<file path="config.mk">
export PLATFORM = sky130hd
export DESIGN_NAME = gap_state_detect
export DESIGN_NICKNAME = d
export VERILOG_FILES = /design/src/rtl/gap_state_detect.sv
export SDC_FILE = /design/constraint.sdc
export NUM_CORES = 1
export LEC_CHECK = 0
export CORE_ASPECT_RATIO = 1.4
export CORE_MARGIN = 1
export CORE_UTILIZATION = 49
export CTS_BUF_LIST = sky130_fd_sc_hd__clkbuf_16
export CTS_CLUSTER_DIAMETER = 150
export CTS_CLUSTER_SIZE = 20
export DETAILED_ROUTE_END_ITERATION = 12
export GPL_TIMING_DRIVEN = 0
export PLACE_DENSITY = 0.74
export SYNTH_ARGS = -nofsm -noshare
export SYNTH_HDL_FRONTEND = slang
export SYNTH_SLANG_ARGS = --single-unit
</file>
<file path="constraint.sdc">
create_clock -name ad_clk -period 6.7 [get_ports ad_clk]
set_input_delay 0.67 -clock ad_clk [delete_from_list [all_inputs] [get_ports ad_clk]]
set_output_delay 0.67 -clock ad_clk [all_outputs]
set_load 0.05 [all_outputs]
</file>
<file path="src/rtl/gap_state_detect.sv">
// Box-car averages gap/current mV samples and classifies OPEN/DISCHARGE/SHORT; GAP_DEBOUNCE_EN enables state debounce.
// Latency: averages 1 cycle after the last window sample, gap_state/short_alarm one cycle after that.
// Backpressure: none, one sample accepted per cycle while i_det_en is high; deasserting discards the partial window.
module gap_state_detect #(
    parameter int AVG_SHIFT   = 4,
    parameter int OPEN_TH_MV  = 2500,
    parameter int SHORT_TH_MV = 500,
    parameter int CURR_TH_MV  = 300,
    parameter int DEBOUNCE    = 3,
    parameter int ALARM_WIN   = 8
) (
    input  logic        ad_clk,
    input  logic        sys_rst_n,
    input  logic        i_det_en,
    input  logic [11:0] i_volt_mv,
    input  logic [11:0] i_curr_mv,
    output logic [11:0] o_avg_volt,
    output logic [11:0] o_avg_curr,
    output logic        o_avg_valid,
    output logic [1:0]  o_gap_state,
    output logic        o_state_valid,
    output logic        o_short_alarm
);

    localparam int          ACC_W    = 12 + AVG_SHIFT;
    localparam logic [11:0] OPEN_TH  = 12'(OPEN_TH_MV);
    localparam logic [11:0] SHORT_TH = 12'(SHORT_TH_MV);
    localparam logic [11:0] CURR_TH  = 12'(CURR_TH_MV);
    localparam logic [7:0]  ALARM_TH = 8'(ALARM_WIN);

    typedef enum logic [1:0] {
        ST_OPEN  = 2'b00,
        ST_DISCH = 2'b01,
        ST_SHORT = 2'b10
    } state_t;

    if (AVG_SHIFT < 1 || AVG_SHIFT > 8) begin : g_bad_shift
        $error("gap_state_detect: AVG_SHIFT must be 1..8");
    end
    if (DEBOUNCE < 1 || DEBOUNCE > 15) begin : g_bad_debounce
        $error("gap_state_detect: DEBOUNCE must be 1..15");
    end
    if (ALARM_WIN < 1 || ALARM_WIN > 255) begin : g_bad_alarm
        $error("gap_state_detect: ALARM_WIN must be 1..255");
    end

    logic [ACC_W-1:0]     r_acc_volt;
    logic [ACC_W-1:0]     r_acc_curr;
    logic [AVG_SHIFT-1:0] r_smp_cnt;
    logic [11:0]          r_avg_volt;
    logic [11:0]          r_avg_curr;
    logic                 r_avg_valid;
    logic                 r_state_valid;
    logic [7:0]           r_run;
    state_t               r_state;

    logic [ACC_W-1:0]     w_sum_volt;
    logic [ACC_W-1:0]     w_sum_curr;
    logic                 w_last;
    state_t               w_raw;
    logic                 w_raw_indet;
    state_t               w_state_nxt;

    // Sum of a full window of 12-bit samples always fits in ACC_W bits.
    assign w_sum_volt = r_acc_volt + ACC_W'(i_volt_mv);
    assign w_sum_curr = r_acc_curr + ACC_W'(i_curr_mv);
    assign w_last     = (r_smp_cnt == '1);

    always_ff @(posedge ad_clk or negedge sys_rst_n) begin
        if (!sys_rst_n) begin
            r_acc_volt  <= '0;
            r_acc_curr  <= '0;
            r_smp_cnt   <= '0;
            r_avg_volt  <= '0;
            r_avg_curr  <= '0;
            r_avg_valid <= 1'b0;
        end else if (!i_det_en) begin
            r_acc_volt  <= '0;
            r_acc_curr  <= '0;
            r_smp_cnt   <= '0;
            r_avg_valid <= 1'b0;
        end else if (w_last) begin
            r_avg_volt  <= w_sum_volt[ACC_W-1:AVG_SHIFT];
            r_avg_curr  <= w_sum_curr[ACC_W-1:AVG_SHIFT];
            r_acc_volt  <= '0;
            r_acc_curr  <= '0;
            r_smp_cnt   <= '0;
            r_avg_valid <= 1'b1;
        end else begin
            r_acc_volt  <= w_sum_volt;
            r_acc_curr  <= w_sum_curr;
            r_smp_cnt   <= r_smp_cnt + 1'b1;
            r_avg_valid <= 1'b0;
        end
    end

    // Raw classification; order matters where the regions overlap.
    always_comb begin
        w_raw       = ST_OPEN;
        w_raw_indet = 1'b0;
        if (r_avg_curr < CURR_TH && r_avg_volt >= OPEN_TH) begin
            w_raw = ST_OPEN;
        end else if (r_avg_curr >= CURR_TH && r_avg_volt < SHORT_TH) begin
            w_raw = ST_SHORT;
        end else if (r_avg_curr >= CURR_TH) begin
            w_raw = ST_DISCH;
        end else begin
            w_raw_indet = 1'b1;
        end
    end

`ifdef GAP_DEBOUNCE_EN
    localparam logic [3:0] DB_TH = 4'(DEBOUNCE);

    state_t     r_cand;
    logic [3:0] r_db_cnt;
    state_t     w_cand_nxt;
    logic [3:0] w_db_cnt_nxt;
    logic [3:0] w_db_inc;

    always_comb begin
        w_state_nxt  = r_state;
        w_cand_nxt   = r_cand;
        w_db_cnt_nxt = r_db_cnt;
        w_db_inc     = 4'd0;
        if (r_avg_valid) begin
            if (w_raw_indet || w_raw == r_state) begin
                w_db_cnt_nxt = 4'd0;
            end else begin
                if (w_raw != r_cand) begin
                    w_cand_nxt = w_raw;
                    w_db_inc   = 4'd1;
                end else begin
                    w_db_inc   = r_db_cnt + 4'd1;
                end
                if (w_db_inc == DB_TH) begin
                    w_state_nxt  = w_cand_nxt;
                    w_db_cnt_nxt = 4'd0;
                end else begin
                    w_db_cnt_nxt = w_db_inc;
                end
            end
        end
        // A pending evaluation still lands in gap_state, but the debounce history is dropped.
        if (!i_det_en) begin
            w_cand_nxt   = ST_OPEN;
            w_db_cnt_nxt = 4'd0;
        end
    end

    always_ff @(posedge ad_clk or negedge sys_rst_n) begin
        if (!sys_rst_n) begin
            r_cand   <= ST_OPEN;
            r_db_cnt <= 4'd0;
        end else begin
            r_cand   <= w_cand_nxt;
            r_db_cnt <= w_db_cnt_nxt;
        end
    end
`else
    always_comb begin
        w_state_nxt = r_state;
        if (r_avg_valid && !w_raw_indet) begin
            w_state_nxt = w_raw;
        end
    end
`endif

    always_ff @(posedge ad_clk or negedge sys_rst_n) begin
        if (!sys_rst_n) begin
            r_state <= ST_OPEN;
        end else begin
            r_state <= w_state_nxt;
        end
    end

    always_ff @(posedge ad_clk or negedge sys_rst_n) begin
        if (!sys_rst_n) begin
            r_state_valid <= 1'b0;
            r_run         <= 8'd0;
        end else begin
            r_state_valid <= r_avg_valid;
            if (r_avg_valid) begin
                if (w_state_nxt != ST_SHORT) begin
                    r_run <= 8'd0;
                end else if (r_run != 8'hFF) begin
                    r_run <= r_run + 8'd1;
                end
            end
        end
    end

    always_comb begin
        o_gap_state   = r_state;
        o_state_valid = r_state_valid;
        o_short_alarm = (r_run >= ALARM_TH);
    end

    assign o_avg_volt  = r_avg_volt;
    assign o_avg_curr  = r_avg_curr;
    assign o_avg_valid = r_avg_valid;

endmodule
</file>
**Yosys cells after proc, flatten, opt, wreduce, memory -nomap -nowiden**

Cells that the tools add are included.

- Word-level logic and storage cells: 45
- Register bits: 72
- Output and inout port bits: 29
- Bits of input ports: 27

- Mux-type cells: 17
- Eq/ne operators: 3
- Add/sub/neg operators: 4
- Reduce and logical (&&, ||, !) cells: 7
- Order comparisons: 5

Operator list:

| cell | count |
|---|---|
| 2-to-1 mux 16 bit | 4 |
| adder 16 x 12 -> 16 bit | 2 |
| less-than comparator 12 x 9 -> 1 bit, second input constant | 2 |
| 2-to-1 mux 8 bit | 2 |
| greater-or-equal comparator 12 bit, second input constant | 1 |
| greater-or-equal comparator 12 x 9 -> 1 bit, second input constant | 1 |
| adder 8 x 1 -> 8 bit, second input constant | 1 |
| greater-or-equal comparator 8 x 4 -> 1 bit, second input constant | 1 |
| 2-to-1 mux 4 bit | 2 |
| != test 8 bit, second input constant | 1 |
| 2-to-1 mux 1 bit | 6 |
| 2-to-1 mux 2 bit | 3 |
| adder 4 x 1 -> 4 bit, second input constant | 1 |
| == test 4 bit, second input constant | 1 |
| AND reduction 2 bit | 2 |
| logical AND 1 bit | 3 |
| != test 2 bit, second input constant | 1 |
| nonzero test 2 bit | 1 |
| zero test 1 bit | 1 |

**Logic depth before layout (Yosys ltp)**

Gate-level depths: netlist of run 1.

- Depth in word-level cells: 10
- Gate-level depth with buffers: 10
- Depth with buffers taken out: 10

**Worst setup path after synthesis of run 1**

Ideal clock, no wire load.

- Path type: in2reg
- Start: in i_volt_mv[0]
- End: reg r_acc_volt[12]
- Arrival: 2.332 ns
- Path slack: 4.231 ns
- Stages: 10
- Path through: ha_1 -> inv_1 -> fa_1 -> and2b_1 -> o21ai_0 -> a21oi_1 -> o221ai_2 -> and2b_1 -> mux2i_1 -> a31oi_1

- Cells in the longest elaborated chain, start to end: 3

RTL lines:

| item | RTL line | source |
|---|---|---|
| start, declared | 15 | `input logic [11:0] i_volt_mv,` |
| adder 16 x 12 -> 16 bit | 65 | `assign w_sum_volt = r_acc_volt + ACC_W'(i_volt_mv);` |
| 2-to-1 mux 16 bit | 82 | `end else if (w_last) begin` |
| 2-to-1 mux 16 bit | 77 | `end else if (!i_det_en) begin` |
| end signal, assigned | 90 | `r_acc_volt <= w_sum_volt;` |
| end, declared | 47 | `logic [ACC_W-1:0] r_acc_volt;` |

Every way passes these cells.
A chain may end at the register's enable or synchronous reset.

**Final worst setup path of run 1**

Ends and elaborated chain as after synthesis.

==> results of run 1 <==
## kinds of logic after synthesis
kind of cell / after synthesis / share of synthesized area (%)
compound gates: 101 / 16.4
xor+xnor: 23 / 5.29
fa+ha+maj: 29 / 9.91
buf+inv: 26 / 2.59
flops: 72 / 47.3
mux: 2 / 0.558
simple gates: 149 / 18.0
## metal layers
metal | GRT usage (%) | vias to the layer above
met5 | 0 | -
met4 | 10.9 | 0
met3 | 3.35 | 21
met2 | 37.1 | 69
met1 | 26.0 | 1502
li1 | - | 1543
## power groups by stage
stage / registers (uW) / logic [uW] / clock network, uW
final: 513 / 467 / 548
after global routing: 518 / 522 / 571
after CTS: 513 / 467 / 555
after detailed placement: 521 / 460 / 0
after global placement: 519 / 446 / 0
after floorplan: 514 / 357 / 0
## placed cells by master, fill, tap and decap left out, types with 11 or more instances in the layout
cell / count
a21oi_1: 21
clkdlybuf4s50_1: 54
dfrtp_1: 72
ha_1: 27
inv_1: 17
nand2_1: 47
nand3_1: 13
nor2_1: 43
nor3_1: 12
o21ai_0: 39
xnor2_1: 11
xor2_1: 12
## sequential cells by signal (all words and copies together) (netlist names)
| signal | flops |
|---|---|
| o_avg_curr | 12 |
| o_avg_valid | 1 |
| o_avg_volt | 12 |
| o_gap_state | 2 |
| o_state_valid | 1 |
| r_acc_curr | 16 |
| r_acc_volt | 16 |
| r_run | 8 |
| r_smp_cnt | 4 |
## synthesized netlist by cell type (all sizes together) (4+ instances only)
library cell	instances
ha	27
nand2b	4
nand4	5
o21ai	47
inv	17
nor3	13
nor2	43
nand2	47
nand3	13
a211oi	6
a21o	6
xor2	12
a21oi	21
and3	7
xnor2	11
clkbuf	8
dfrtp	72
and2	5
## metrics by stage
step                power [uW]  hold slack, ns  cell area (um2)  util (%)  cells
finish                    1530           0.207             4850      65.1    571
global route              1610           0.219             4850      65.1    571
CTS                       1540           0.216             4850      65.1    571
detailed placement         981           0.459             4510      60.5    555
global placement           965           0.456             4480      60.1    554
floorplan                  871           0.374             3810         -    402
## path summary, 6_finish.rpt
| kind | end | slack [ns] | cells past startpoint |
|---|---|---|---|
| hold reg to reg | r_smp_cnt[0] | 0.46 | 1 |
| hold / removal | r_acc_curr[2] | 0.21 | 1 |
| setup / recovery | r_acc_volt[12] | 3.85 | 11 |
| max in group asynchronous | r_acc_volt[14] | 5.94 | 2 |
| setup reg to reg | r_acc_volt[12] | 4.34 | 10 |
| min in group ad_clk | r_smp_cnt[0] | 0.46 | 1 |
## area by class of cell
class | count | area share (%)
multi-input cells | 304 | 39.4
plain buffers | 9 | 0.722
clock buffers | 9 | 4.64
flip-flops and latches | 72 | 37.1
repair buffers | 56 | 11.9
inverters | 17 | 1.32
well taps | 97 | 2.50
clock inverters | 7 | 2.45
==> flow_summary.yaml, run 1 <==
global_route:
  grt_antenna_before_repair: 0
  grt_pass1_vias: 3048
  grt_max_degree: 56
  grt.total_usage_pct: 21.5
  grt_pass1_wl_mm: 13.7
  gr-total-overflow: 0
placed_design:
  io_buffers: 55
  dp_slack_ns: 3.51
  dp_hpwl_mm: 6.06
  place_congestion: 0.850
setup_path:
  worstReg2RegStart: "r_acc_volt[0]"
  startpoint: "i_volt_mv[0]"
  crit_buf_inv: 2
  cp_slowest_cell: "clkdlybuf4s50_1"
  cp_common_cell: "and2b_1"
  path_class: "in2reg"
  required_ns: 6.89
  end_kind: "register"
  slowest_delay_ns: 0.46
  cp_data_arrival_time_ns: 3.04
  crit_path_start_kind: "primary input"
  timing.critical_path.max_delay_family: "compound AO/OA/AOI/OAI gates"
  cp_max_fo: 3
  path_cells: "clkdlybuf4s50_1 > ha_1 > inv_1 > fa_1 > and2b_1 > o21ai_0 > a21oi_1 > o221ai_2 > and2b_1 > mux2i_1 > a31oi_1"
sta:
  fmax_mhz: 351
  maxSlewViolCount: 0
  rsz0062_at_grt: "no"
  worst_pin_slew_ns: 0.651
  hold_violations: 0
  setup_viol: 0
  skew_ns: 0.00694
  tns_ns: 0
  period_minus_slack_ns: 2.85
  relSlewSlack_pct: 56.6
  finalCritPeriodShare_pct: 42.5
  fin_ws_ns: 3.85
detailed_routing:
  top_layer_used: "met4"
  vias_per_cell: 5.49
  drc: 0
  num_vias: 3135
  drt-initial-drc-count: 97
  drtAntennaViolNets: 0
  firstDrtPassIters: 4
  wl_mm: 8.14
  wl_met2_mm: 4.18
  met3_wirelength_um: 230
  detail_route.wl_per_cell_um: 14.3
  wl_met1_mm: 3.51
finish:
  layout.nets: 525
  drive_above_1_share_pct: 5.91
  multi_input_area_um2: 1910
  syn2layout_area_growth_pct: 27.3
  ff_latch_area_um2: 1800
  fill_cells: 590
  antenna_cells: 0
power_and_ir_drop:
  cellPowerDensity_nw_per_um2: 315
  pwr-share-comb_pct: 30.5
  power.switching_uw: 478
  irDropWorstVdd_v: 0.000175
  p_int_uw: 1050
  leakagePower_uw: 0.00219
  switching_share_pct: 31.3
  pwr-share-seq_pct: 33.6
  pwr-share-clk_pct: 35.9
flow_run:
  cap_violations: 0
logic_synthesis:
  synth_seq_cells: 72
  synth-edff-count: 0
  synth_nets: 458
  synthFlopType: "dfrtp_1"
  synth_area_um2: 3810
  synth_top_area_share_pct: 47.3
  synth_top_cells_by_area: "dfrtp_1 (47%), ha_1 (8.9%), o21ai_0 (5.1%), nand2_1 (4.6%), nor2_1 (4.2%)"
  synth_largest_area_cell: "dfrtp_1"
  yosys_warnings: 0
  asyncSetResetFlopFracSynth_pct: 100
  ys_seq_area_share_pct: 47.3
  netlist_instances: 402
  ys_types: 46
  synth.avg_cell_area_um2: 9.48
outcome:
  status: "finished, final reports clean"
floorplan:
  core-area_um2: 7450
  die_h_um: 106
  die_area_um2: 8140
  io_pins: 56
  die_x_um: 76.5
  std_cell_rows: 37
  start_util_pct: 51.1
worst_hold_path:
  hold_path.class: "in2async"
clock_network:
  htree_levels: 3
  clkLatencyLatePin_ns: 0.33
  ctsHoldBuffers: 0
  clk_pin_slew_ns: 0.06
  cts_root_buf: "clkbuf_16"
  cts_made_buffers: 9
  clockBufferDepth: 2
  clock_sinks: 72
  cts_tree: "built"
  postCtsSetupRepairBufs: 0
  cts_resized: 0
No activity file was read; power rests on OpenSTA's default activity.
==> run 2, diff against run 1 <==
- PLACE_DENSITY: 0.74 -> 0.77
- clock period: 6.7 -> 2.4 ns (I/O delays scaled with it)
==> flow_summary.yaml, run 2 (synthesized netlist as in run 1, its figures left out) <==
outcome:
  status: "finished, final reports clean"
clock_network:
  cts_made_buffers: 9
  cts_root_buf: "clkbuf_16"
  cts_tree: "built"
  clkLatencyLatePin_ns: 0.33
  clockBufferDepth: 2
  clock_sinks: 72
  htree_levels: 3
  clk_pin_slew_ns: 0.07
power_and_ir_drop:
  leakagePower_uw: 0.00219
  cellPowerDensity_nw_per_um2: 849
  irDropWorstVdd_v: 0.000431
finish:
  antenna_cells: 0
  reg_top3: "r_acc_curr x16, r_acc_volt x16"
  final_core_util_pct: 65.5
  ff_latch_area_um2: 1800
  fill_cells: 625
  drive_above_1_share_pct: 9.01
  layout.nets: 528
  syn2layout_area_growth_pct: 28.2
  final_cell_mix: "dfrtp_1 (72), clkdlybuf4s50_1 (54), nand2_1 (47)"
  multi_input_area_um2: 1970
  final_common_cell: "dfrtp_1"
  final_cells: 574
global_route:
  grt_max_degree: 73
  grt_antenna_before_repair: 0
  grt_pass1_vias: 3200
  grt_pass1_wl_mm: 14.3
  grt.total_usage_pct: 22.3
  gr-total-overflow: 0
detailed_routing:
  wl_mm: 8.42
  drtAntennaViolNets: 0
  drc: 0
  drt-initial-drc-count: 127
  num_vias: 3175
  vias_per_cell: 5.53
  firstDrtPassIters: 4
  detail_route.wl_per_cell_um: 14.7
sta:
  maxSlewViolCount: 0
  fmax_mhz: 436
  period_minus_slack_ns: 2.29
  worst_pin_slew_ns: 0.607
  skew_ns: 0.00763
  fin_ws_ns: 0.107
  finalCritPeriodShare_pct: 95.6
  setup_viol: 0
  hold_violations: 0
  relSlewSlack_pct: 59.6
setup_path:
  cp_max_fo: 3
  end_kind: "register"
  cp_data_arrival_time_ns: 2.51
  required_ns: 2.61
  cp_slowest_cell: "clkdlybuf4s50_1"
  path_class: "in2reg"
  slowest_delay_ns: 0.48
  path_cells: "clkdlybuf4s50_1 > ha_2 > inv_1 > fa_1 > nor2b_2 > o2111ai_2 > a21oi_2 > o41ai_4 > nor2_1 > xnor2_1 > o21ai_1"
  crit_path_start_kind: "primary input"
floorplan:
  die_area_um2: 8140
  die_h_um: 106
  die_x_um: 76.5
  core-area_um2: 7450
  io_pins: 56
  start_util_pct: 51.1
  std_cell_rows: 37
placed_design:
  dp_slack_ns: -0.350
  post-place-cells: 555
  io_buffers: 55
  dp_hpwl_mm: 6.10
  place_congestion: 0.890
worst_hold_path:
  hold_path.class: "in2async"
flow_run:
  cap_violations: 0
-- run 2: cell count changes in the layout (fill, tap and decap cells not counted), sizes merged --
cell         delta
bufinv          -3
inv             +5
dlygate4sd3     +1
clkinvlp        -2
buf             +2
-- run 2: stage by stage --
stage / TNS, ns / instance area, um2 / power (uW) / hold slack [ns]
2_1_floorplan: 0 / 3810 / 2430 / -0.0556
4_1_cts: 0 / 4810 / 4080 / 0.474
3_5_place_dp: -3.90 / 4510 / 2750 / 0.284
3_3_place_gp: -102.28 / 4480 / 2700 / 0.452
6_report: 0 / 4880 / 4150 / 0.447
5_1_grt: -0.0143 / 4880 / 4400 / 0.489
-- run 2: layout make-up --
type | instances | share of cell area (%)
multi-input cells | 304 | 40.2
inverters | 17 | 1.31
repair buffers | 59 | 12.3
plain buffers | 9 | 0.717
clock buffers | 9 | 4.61
flip-flops and latches | 72 | 36.9
well taps | 97 | 2.48
clock inverters | 7 | 1.46
-- run 2: critical path: cells and delay by family --
family | cells | cell delay [ns]
and+or+nand+nor | 2 | 0.35
xor gates and xnor gates | 1 | 0.16
buffers and inverters | 2 | 0.53
adders and majority gates | 2 | 0.58
AOI/OAI and AO/OA | 4 | 0.65
-- run 2: power breakdown --
| group | total (uW) | internal (uW) | switching [uW] |
|---|---|---|---|
| logic | 1390 | 586 | 808 |
| clock network | 1320 | 738 | 585 |
| registers | 1430 | 1370 | 67.2 |
-- run 2: path summary, 6_finish.rpt --
path	from	end	slack (ns)	cells after the start
max in group asynchronous	sys_rst_n	r_acc_curr[7]	1.65	3
hold / removal	sys_rst_n	r_acc_curr[1]	0.45	3
min in group ad_clk	o_avg_volt[1]	o_avg_volt[1]	0.49	2
setup reg to reg	r_acc_curr[0]	o_avg_curr[10]	0.18	10
hold reg to reg	o_avg_volt[1]	o_avg_volt[1]	0.49	2
setup / recovery	i_curr_mv[0]	o_avg_curr[10]	0.11	11
-- run 2: what timing repair did --
item	4_1_cts	5_1_grt
buffers inserted	0	2
hold buffers	1	0
pin swaps	1	6
setup endpoints to repair	1	12
gates resized for setup	0	16
endpoints found under the hold margin	72	0
-- run 2: metal layers --
metal,vias to the layer above,wire (um),GRT usage [%]
li1,1554,-,-
met3,14,239,4.64
met2,60,4540,41.2
met5,-,0,0
met1,1547,3510,25.2
met4,0,121,8.10
